**src/rtl/vga_rx_monitor.sv**
```systemverilog
// vga_rx_monitor: recovers x/y from hsync/vsync, checks line/frame timing, tracks lock and error count.
// Optional macro FRAME_SUM_EN adds a per-frame sum of active rgb values.
module vga_rx_monitor #(
    parameter int   H_ACTIVE    = 640,
    parameter int   H_FP        = 16,
    parameter int   H_TOTAL     = 800,
    parameter int   V_ACTIVE    = 480,
    parameter int   V_FP        = 10,
    parameter int   V_TOTAL     = 525,
    parameter logic SYNC_ACT    = 1'b1,
    parameter int   LOCK_FRAMES = 2
) (
    input  logic        clk,
    input  logic        reset,
    input  logic        p_tick,
    input  logic        hsync,
    input  logic        vsync,
    input  logic [11:0] rgb,
    output logic [9:0]  x,
    output logic [9:0]  y,
    output logic        de,
    output logic        locked,
    output logic        frame_start,
    output logic [7:0]  err_cnt,
    output logic [31:0] frame_sum,
    output logic        frame_sum_valid
);
    localparam logic [9:0] HA  = 10'(H_ACTIVE);
    localparam logic [9:0] HS  = 10'(H_ACTIVE + H_FP);
    localparam logic [9:0] HT1 = 10'(H_TOTAL - 1);
    localparam logic [9:0] VA  = 10'(V_ACTIVE);
    localparam logic [9:0] VS  = 10'(V_ACTIVE + V_FP);
    localparam logic [9:0] VT  = 10'(V_TOTAL);
    localparam logic [9:0] VT1 = 10'(V_TOTAL - 1);
    localparam logic [7:0] LF  = 8'(LOCK_FRAMES);

    typedef enum logic [1:0] {UNLOCKED, ACQUIRE, LOCKED} state_t;

    state_t      r_state;
    logic [7:0]  r_good;
    logic        r_hs_prev;
    logic        r_vs_prev;
    logic [9:0]  r_lp;
    logic [9:0]  r_fc;
    logic        r_h_armed;
    logic        r_v_armed;
    logic        r_dirty;

    logic        w_hs_edge;
    logic        w_vs_edge;
    logic        w_x_wrap;
    logic [9:0]  w_x;
    logic [9:0]  w_y;
    logic        w_de;
    logic        w_line_err;
    logic        w_timeout;
    logic        w_frame_err;
    logic        w_align_err;
    logic        w_err;
    logic        w_unlock;

    assign w_hs_edge   = (hsync == SYNC_ACT) && (r_hs_prev != SYNC_ACT);
    assign w_vs_edge   = (vsync == SYNC_ACT) && (r_vs_prev != SYNC_ACT);
    assign w_x_wrap    = !w_hs_edge && x == HT1;
    assign w_x         = w_hs_edge ? HS : (w_x_wrap ? 10'd0 : x + 10'd1);
    // vsync realignment overrides the row step caused by an x wrap
    assign w_y         = w_vs_edge ? VS : (w_x_wrap ? (y == VT1 ? 10'd0 : y + 10'd1) : y);
    assign w_de        = locked && w_x < HA && w_y < VA;
    assign w_line_err  = w_hs_edge && r_h_armed && r_lp != HT1;
    assign w_timeout   = !w_hs_edge && r_lp == 10'd1022;
    assign w_frame_err = w_vs_edge && r_v_armed && r_fc != VT;
    assign w_align_err = w_vs_edge && w_x != 10'd0;
    assign w_err       = w_line_err || w_timeout || w_frame_err || w_align_err;
    assign w_unlock    = r_state == LOCKED && w_err;

    always_ff @(posedge clk) begin
        if (reset) begin
            r_state     <= UNLOCKED;
            r_good      <= '0;
            r_hs_prev   <= !SYNC_ACT;
            r_vs_prev   <= !SYNC_ACT;
            r_lp        <= '0;
            r_fc        <= '0;
            r_h_armed   <= 1'b0;
            r_v_armed   <= 1'b0;
            r_dirty     <= 1'b0;
            x           <= '0;
            y           <= '0;
            de          <= 1'b0;
            locked      <= 1'b0;
            frame_start <= 1'b0;
            err_cnt     <= '0;
        end else begin
            frame_start <= p_tick && w_vs_edge;
            if (p_tick) begin
                r_hs_prev <= hsync;
                r_vs_prev <= vsync;
                x         <= w_x;
                y         <= w_y;
                de        <= w_de;
                r_lp      <= w_hs_edge ? 10'd0 : (&r_lp ? r_lp : r_lp + 10'd1);
                // a coincident hsync edge belongs to the frame that is starting
                r_fc      <= w_vs_edge ? {9'd0, w_hs_edge} : (w_hs_edge && !(&r_fc) ? r_fc + 10'd1 : r_fc);
                r_h_armed <= !w_unlock && (r_h_armed || w_hs_edge);
                r_v_armed <= r_v_armed || w_vs_edge;
                r_dirty   <= !w_vs_edge && (r_dirty || w_err);
                if ((w_unlock || w_timeout) && err_cnt != 8'hFF)
                    err_cnt <= err_cnt + 8'd1;
                case (r_state)
                    UNLOCKED: if (w_vs_edge) begin
                        r_state <= ACQUIRE;
                        r_good  <= '0;
                    end
                    ACQUIRE: if (w_err) begin
                        r_good <= '0;
                    end else if (w_vs_edge && !r_dirty) begin
                        r_good <= r_good + 8'd1;
                        if (r_good + 8'd1 == LF) begin
                            r_state <= LOCKED;
                            locked  <= 1'b1;
                        end
                    end
                    LOCKED: if (w_err) begin
                        r_state <= UNLOCKED;
                        locked  <= 1'b0;
                    end
                    default: r_state <= UNLOCKED;
                endcase
            end
        end
    end

`ifdef FRAME_SUM_EN
    logic [31:0] r_acc;

    // lock is only gained on a vsync edge, so LOCKED at an edge means the whole last frame was locked
    always_ff @(posedge clk) begin
        if (reset) begin
            r_acc           <= '0;
            frame_sum       <= '0;
            frame_sum_valid <= 1'b0;
        end else begin
            frame_sum_valid <= p_tick && w_vs_edge && r_state == LOCKED;
            if (p_tick) begin
                r_acc <= (w_vs_edge || w_unlock) ? 32'd0 : r_acc + (w_de ? {20'd0, rgb} : 32'd0);
                if (w_vs_edge && r_state == LOCKED)
                    frame_sum <= r_acc;
            end
        end
    end
`else
    logic w_unused;

    assign w_unused        = ^rgb;
    assign frame_sum       = '0;
    assign frame_sum_valid = 1'b0;
`endif
endmodule

```
**config.mk**
```make
export PLATFORM = sky130hd
export DESIGN_NAME = vga_rx_monitor
export DESIGN_NICKNAME = d
export VERILOG_FILES = /design/src/rtl/vga_rx_monitor.sv
export SDC_FILE = /design/constraint.sdc
export NUM_CORES = 1
export LEC_CHECK = 0
export ABC_AREA = 1
export BUFFER_PORTS_ARGS = -buffer_cell sky130_fd_sc_hd__buf_4
export CAP_MARGIN = 5
export CORE_MARGIN = 1
export CORE_UTILIZATION = 60
export CTS_CLUSTER_DIAMETER = 40
export DETAILED_ROUTE_END_ITERATION = 12
export PLACE_DENSITY_LB_ADDON = 0.15
export RECOVER_POWER = 25
export SYNTH_ARGS = -nofsm -noshare
export SYNTH_HDL_FRONTEND = slang
export SYNTH_SLANG_ARGS = --single-unit
```
**constraint.sdc**
```tcl
create_clock -name clk -period 4.4 [get_ports clk]
set_clock_uncertainty 0.05 [all_clocks]
set_input_delay 0.22 -clock clk [delete_from_list [all_inputs] [get_ports clk]]
set_output_delay 0.22 -clock clk [all_outputs]
set_load 0.05 [all_outputs]
```
# [Word level (Yosys, flattened, before mapping)]
# Cells that the tools add are included.
[classes] n_addsub=6 magnitude_cmp=2 eq_ne=16 muxes=24 bitwise_logic=2 n_reduce_logical=43
[ops] cell="10-bit 2-to-1 mux" count=9
[ops] cell="10-bit by 1-bit adder with 10-bit output, second input constant" count=4
[ops] cell="10-bit equality test, second input constant" count=3
[ops] cell="8-bit 2-to-1 mux" count=3
[ops] cell="10-bit inequality test, second input constant" count=2
[ops] cell="10-bit AND reduction" count=2
[ops] cell="1-bit logical AND" count=18
[ops] cell="8-bit by 1-bit adder with 8-bit output, second input constant" count=2
[ops] cell="8-bit one-hot mux with 2 select lines" count=1
[ops] cell="2-bit inequality test, second input constant" count=6
[ops] cell="6-bit AND reduction" count=2
[ops] cell="10-bit < comparator, second input constant" count=1
[ops] cell="10-bit by 9-bit < comparator with 1-bit output, second input constant" count=1
[ops] cell="2-bit 2-to-1 mux" count=5
[ops] cell="10-bit nonzero test" count=1
[ops] cell="8-bit by 2-bit equality test with 1-bit output, second input constant" count=1
[ops] cell="8-bit inequality test, second input constant" count=1
[ops] cell="1-bit logical OR" count=7
[ops] cell="2-bit one-hot mux with 3 select lines" count=1
[ops] cell="2-bit AND reduction" count=3
[ops] cell="2-bit nonzero test" count=3
[ops] cell="1-bit zero test" count=5
[ops] cell="1-bit 2-to-1 mux" count=4
[ops] cell="4-bit AND reduction" count=1
[ops] cell="6 further kinds" count=7
[word_totals] register_bits=66 in_bits=17 out_inout_bits=64 elab_cells=108

# [Depth between registers and ports, before layout]
[depth] ltp_word=13 depth_mapped=18 depth_no_buf=17

# [Worst setup path before layout]
# OpenSTA, ideal clock, no wires.
[synth_path] path_type="reg-to-reg" start="register x[0]" end="register err_cnt[3]" setup_time_ns=0.111 t_arrival_ns=2.263 required_ns=4.239 slack_ns=1.977 stages_incl_launch_ff=19 n_path_buf=1 period_less_slack_ns=2.423 cell_sequence="dfxtp_1 ha_1 nand2_4 clkinv_2 nand2_1 nand2_1 nand2_1 o21bai_1 nor2_2 nand3_2 nand2_4 nand2_4 nand2_4 nand2_4 buf_12 nand3_2 nand2_1 nand2_1 nor2_2"
[synth_between] elab_chain_cells=11 elab_cells_between_ends=12 classes_between="add/sub: 1; eq/ne: 1; mux: 2; reduce/logical: 8"
[synth_lines] element="start, declared" line_no="19" rtl="output logic [9:0] x,"
[synth_lines] element="start signal, assigned" line_no="98" rtl="x <= w_x;"
[synth_lines] element="branches (longest 2 deep; another with 10-bit by 1-bit adder with 10-bit output)"
[synth_lines] element="10-bit 2-to-1 mux * (2 in a row)" line_no="65" rtl="assign w_x = w_hs_edge ? HS : (w_x_wrap ? 10'd0 : x + 10'd1);"
[synth_lines] element="10-bit nonzero test *" line_no="72" rtl="assign w_align_err = w_vs_edge && w_x != 10'd0;"
[synth_lines] element="1-bit logical AND *" line_no="72"
[synth_lines] element="1-bit logical OR *" line_no="73" rtl="assign w_err = w_line_err || w_timeout || w_frame_err || w_align_err;"
[synth_lines] element="1-bit logical AND *" line_no="74" rtl="assign w_unlock = r_state == LOCKED && w_err;"
[synth_lines] element="1-bit logical OR *" line_no="107" rtl="if ((w_unlock || w_timeout) && err_cnt != 8'hFF)"
[synth_lines] element="1-bit logical AND *" line_no="107"
[synth_lines] element="2-bit AND reduction (no source line) *"
[synth_lines] element="end signal, assigned" line_no="108" rtl="err_cnt <= err_cnt + 8'd1;"
[synth_lines] element="end, declared" line_no="24" rtl="output logic [7:0] err_cnt,"
# Every way passes the cells marked *.
# A chain may end at the register's enable or synchronous reset.

# [Final worst setup path]
[layout_path] start="register x[0]" end="register err_cnt[4]"
# The elaborated chain is that of the path after synthesis.

==> impl_metrics.tcl <==
set metrics [dict create \
    drv_slew 0 \
    hold_buffers 0 \
    end_kind "flop" \
    grt_setup_unrepaired "false" \
    finalHoldViolations 0 \
    rows 30 \
    syn_area_um2 4257 \
    cts_buffers 9 \
    grt_pass1_vias 3435 \
    drive_gt1_frac 0.1487 \
    drt_iter0_drc 173 \
    synth_edf_count 0 \
    htree_levels 3 \
    cp.required_ns 4.60 \
    start_kind "flop" \
    finalCritPeriodShare 0.5187 \
    fmax_ghz 0.4382 \
    yosysUniqueCellTypes 51 \
    ys_ff_latch 66 \
    clkSlewWorstSetupHoldPaths_ns 0.07 \
    ys.flop_type "dfxtp_1" \
    vias 3746 \
    antenna_found_initial 0 \
    syn_area_per_cell_um2 7.142 \
    synth_largest_area_cell "dfxtp_1" \
    cts_num_sinks 66 \
    power_density_nw_per_um2 323.8 \
    die_w_um 86.23 \
    layout_min_cycle_time_ns 2.282 \
    cp.arrival_ns 2.48 \
    synth_area_leaders "dfxtp_1, nand2_1, inv_1" \
    clockBufferDepth 2 \
    power_uw 1463 \
    vias_per_cell 5.146 \
    grt_start_max_net_pins 29 \
    setup_viol 0 \
    track_usage 0.2481 \
    drc 0 \
    clk_latency_ns 0.34 \
    start_util 0.6231 \
    syn_inst 596 \
    synth-seq-area-share 0.3104 \
    ir_drop_mv 0.1620 \
    ant_nets 0 \
    hp-class "in2reg" \
    relSlewSlack 0.4044 \
    critical_path_class "reg2reg" \
    cts_tree "built" \
    syn2layout_area_growth_pct 6.143 \
    clockRootBuffer "clkbuf_8" \
    die_area_um2 7435 \
    port_buffers 35 \
    async_reset_ff_frac 0 \
    cp_max_fo 12 \
    synth_top_area_frac 0.3104 \
    routabilityCongestion 0.8453 \
    ios 81 \
    maxCapViolCount 0 \
    fin_tns_setup_ns 0 \
    fin_ws_ns 2.118 \
    wirelength_mm 8.639 \
    num_antenna_cells 0 \
    synth.most_common_cell "nand2_1" \
    dp_slack_ns 2.137 \
    run_status "completed" \
    drtPass1Iterations 4 \
    cts_resized 0 \
    die_h_um 86.23 \
    grt-ovfl-total 0 \
    leakage_uw 0.001949 \
    grt_first_pass_wirelength_mm 14.85 \
    netlist_top_cells_count "nand2_1, inv_1, dfxtp_1" \
    ys_warn_count 0 \
    wl_per_cell_um 11.87 \
    coreArea_um2 6832 \
    fin_nets 655 \
    max_slew.worst_pin.slew_ns 0.8924 \
    postCtsSetupBuffers 0 \
    dp_hpwl_mm 6.274 \
]
[cell families after synthesis]
| group | after synthesis | synth area share |
|---|---|---|
| AO/OA/AOI/OAI | 102 | 0.1376 |
| other | 1 | 0.0008810 |
| adder cells (fa/ha/maj) | 10 | 0.02939 |
| AND/OR/NAND/NOR | 272 | 0.3380 |
| buffers and inverters | 134 | 0.1611 |
| flip-flops | 66 | 0.3104 |
| XOR/XNOR | 11 | 0.02263 |
[layout make-up]
| type | instances | area [um2] |
|---|---|---|
| inverter | 88 | 334.1 |
| clock buffer | 12 | 145.1 |
| timing repair buffer | 35 | 187.7 |
| clock inverter | 3 | 40.04 |
| tap | 96 | 120.1 |
| multi-input combinational | 428 | 2370 |
| sequential | 66 | 1321 |
| fill | 632 | 2313 |
[cell usage in the layout (no fill, tap or decap), types with 3 or more instances in the layout]
| cell type | instances |
|---|---|
| xor2_1 | 7 |
| inv_1 | 76 |
| nor2_4 | 5 |
| nor4_1 | 6 |
| clkinv_2 | 3 |
| dfxtp_1 | 66 |
| a21oi_1 | 47 |
| nor2_1 | 60 |
| o21bai_1 | 3 |
| conb_1 | 33 |
| nor3_1 | 7 |
| clkbuf_1 | 22 |
| o21ai_0 | 28 |
| o21a_1 | 3 |
| nand2_2 | 10 |
| nand3_2 | 9 |
| a31oi_1 | 3 |
| ha_1 | 10 |
| nand2_1 | 98 |
| a211oi_1 | 3 |
| buf_4 | 15 |
| nand3_1 | 26 |
| o21ai_1 | 5 |
| nor2_2 | 12 |
| nand2_4 | 7 |
| nand4_1 | 19 |
| inv_2 | 9 |
| clkbuf_8 | 10 |
| xnor2_1 | 4 |
[power breakdown]
part	internal (uW)	switching, uW	leakage (uW)
Combinational	68.2	244	0.00131
Clock	273	228	0.0000962
Sequential	621	28.3	0.000538
Total	962	501	0.00195
[worst max-delay path, cell delays in order, from the launching register on]
cell	delay (ns)
dfxtp_1	0.42
ha_1	0.25
nand2_4	0.10
clkinv_2	0.10
nand2_1	0.07
nand2_1	0.06
nand2_1	0.06
o21bai_1	0.17
nor2_2	0.12
nand3_2	0.11
nand2_4	0.11
nand2_4	0.08
nand2_4	0.07
nand2_4	0.11
nand3_1	0.13
nand2_1	0.07
nand2_1	0.06
nor2_1	0.05
[metal layers]
layer  up-vias  share of wire  global-route usage
met5         -              0                   0
met4         0          0.027              0.1242
met3        22          0.038             0.03810
met2        94           0.47              0.4264
met1      1691           0.47              0.3021
li1       1939              -                   -
[registers in the layout, summed over array words and instances (netlist names)]
| signal | count |
|---|---|
| r_fc | 10 |
| r_h_armed | 1 |
| err_cnt | 8 |
| frame_start | 1 |
| x | 10 |
| r_v_armed | 1 |
| r_lp | 10 |
| y | 10 |
| r_vs_prev | 1 |
| r_state | 2 |
| r_dirty | 1 |
| locked | 1 |
| de | 1 |
| r_hs_prev | 1 |
| r_good | 8 |
[final timing paths]
check | from | end | slack [ns] | cells after the start
min reg2reg | r_dirty | r_dirty | 0.41 | 2
max | x[0] | err_cnt[4] | 2.12 | 17
max reg2reg | x[0] | err_cnt[4] | 2.12 | 17
min | hsync | r_hs_prev | 0.12 | 3
[stage by stage]
step                      cell area, um2  utilization  hold slack [ns]  cells
after global routing                4518       0.6614           0.1418    728
after detailed placement            4408       0.6452           0.3952    713
after global placement              4408       0.6452           0.3874    713
after floorplan                     4377            -           0.3363    628
after CTS                           4593       0.6723           0.1226    728
final                               4518       0.6614           0.1235    728
(Power assumes the default switching activity.)
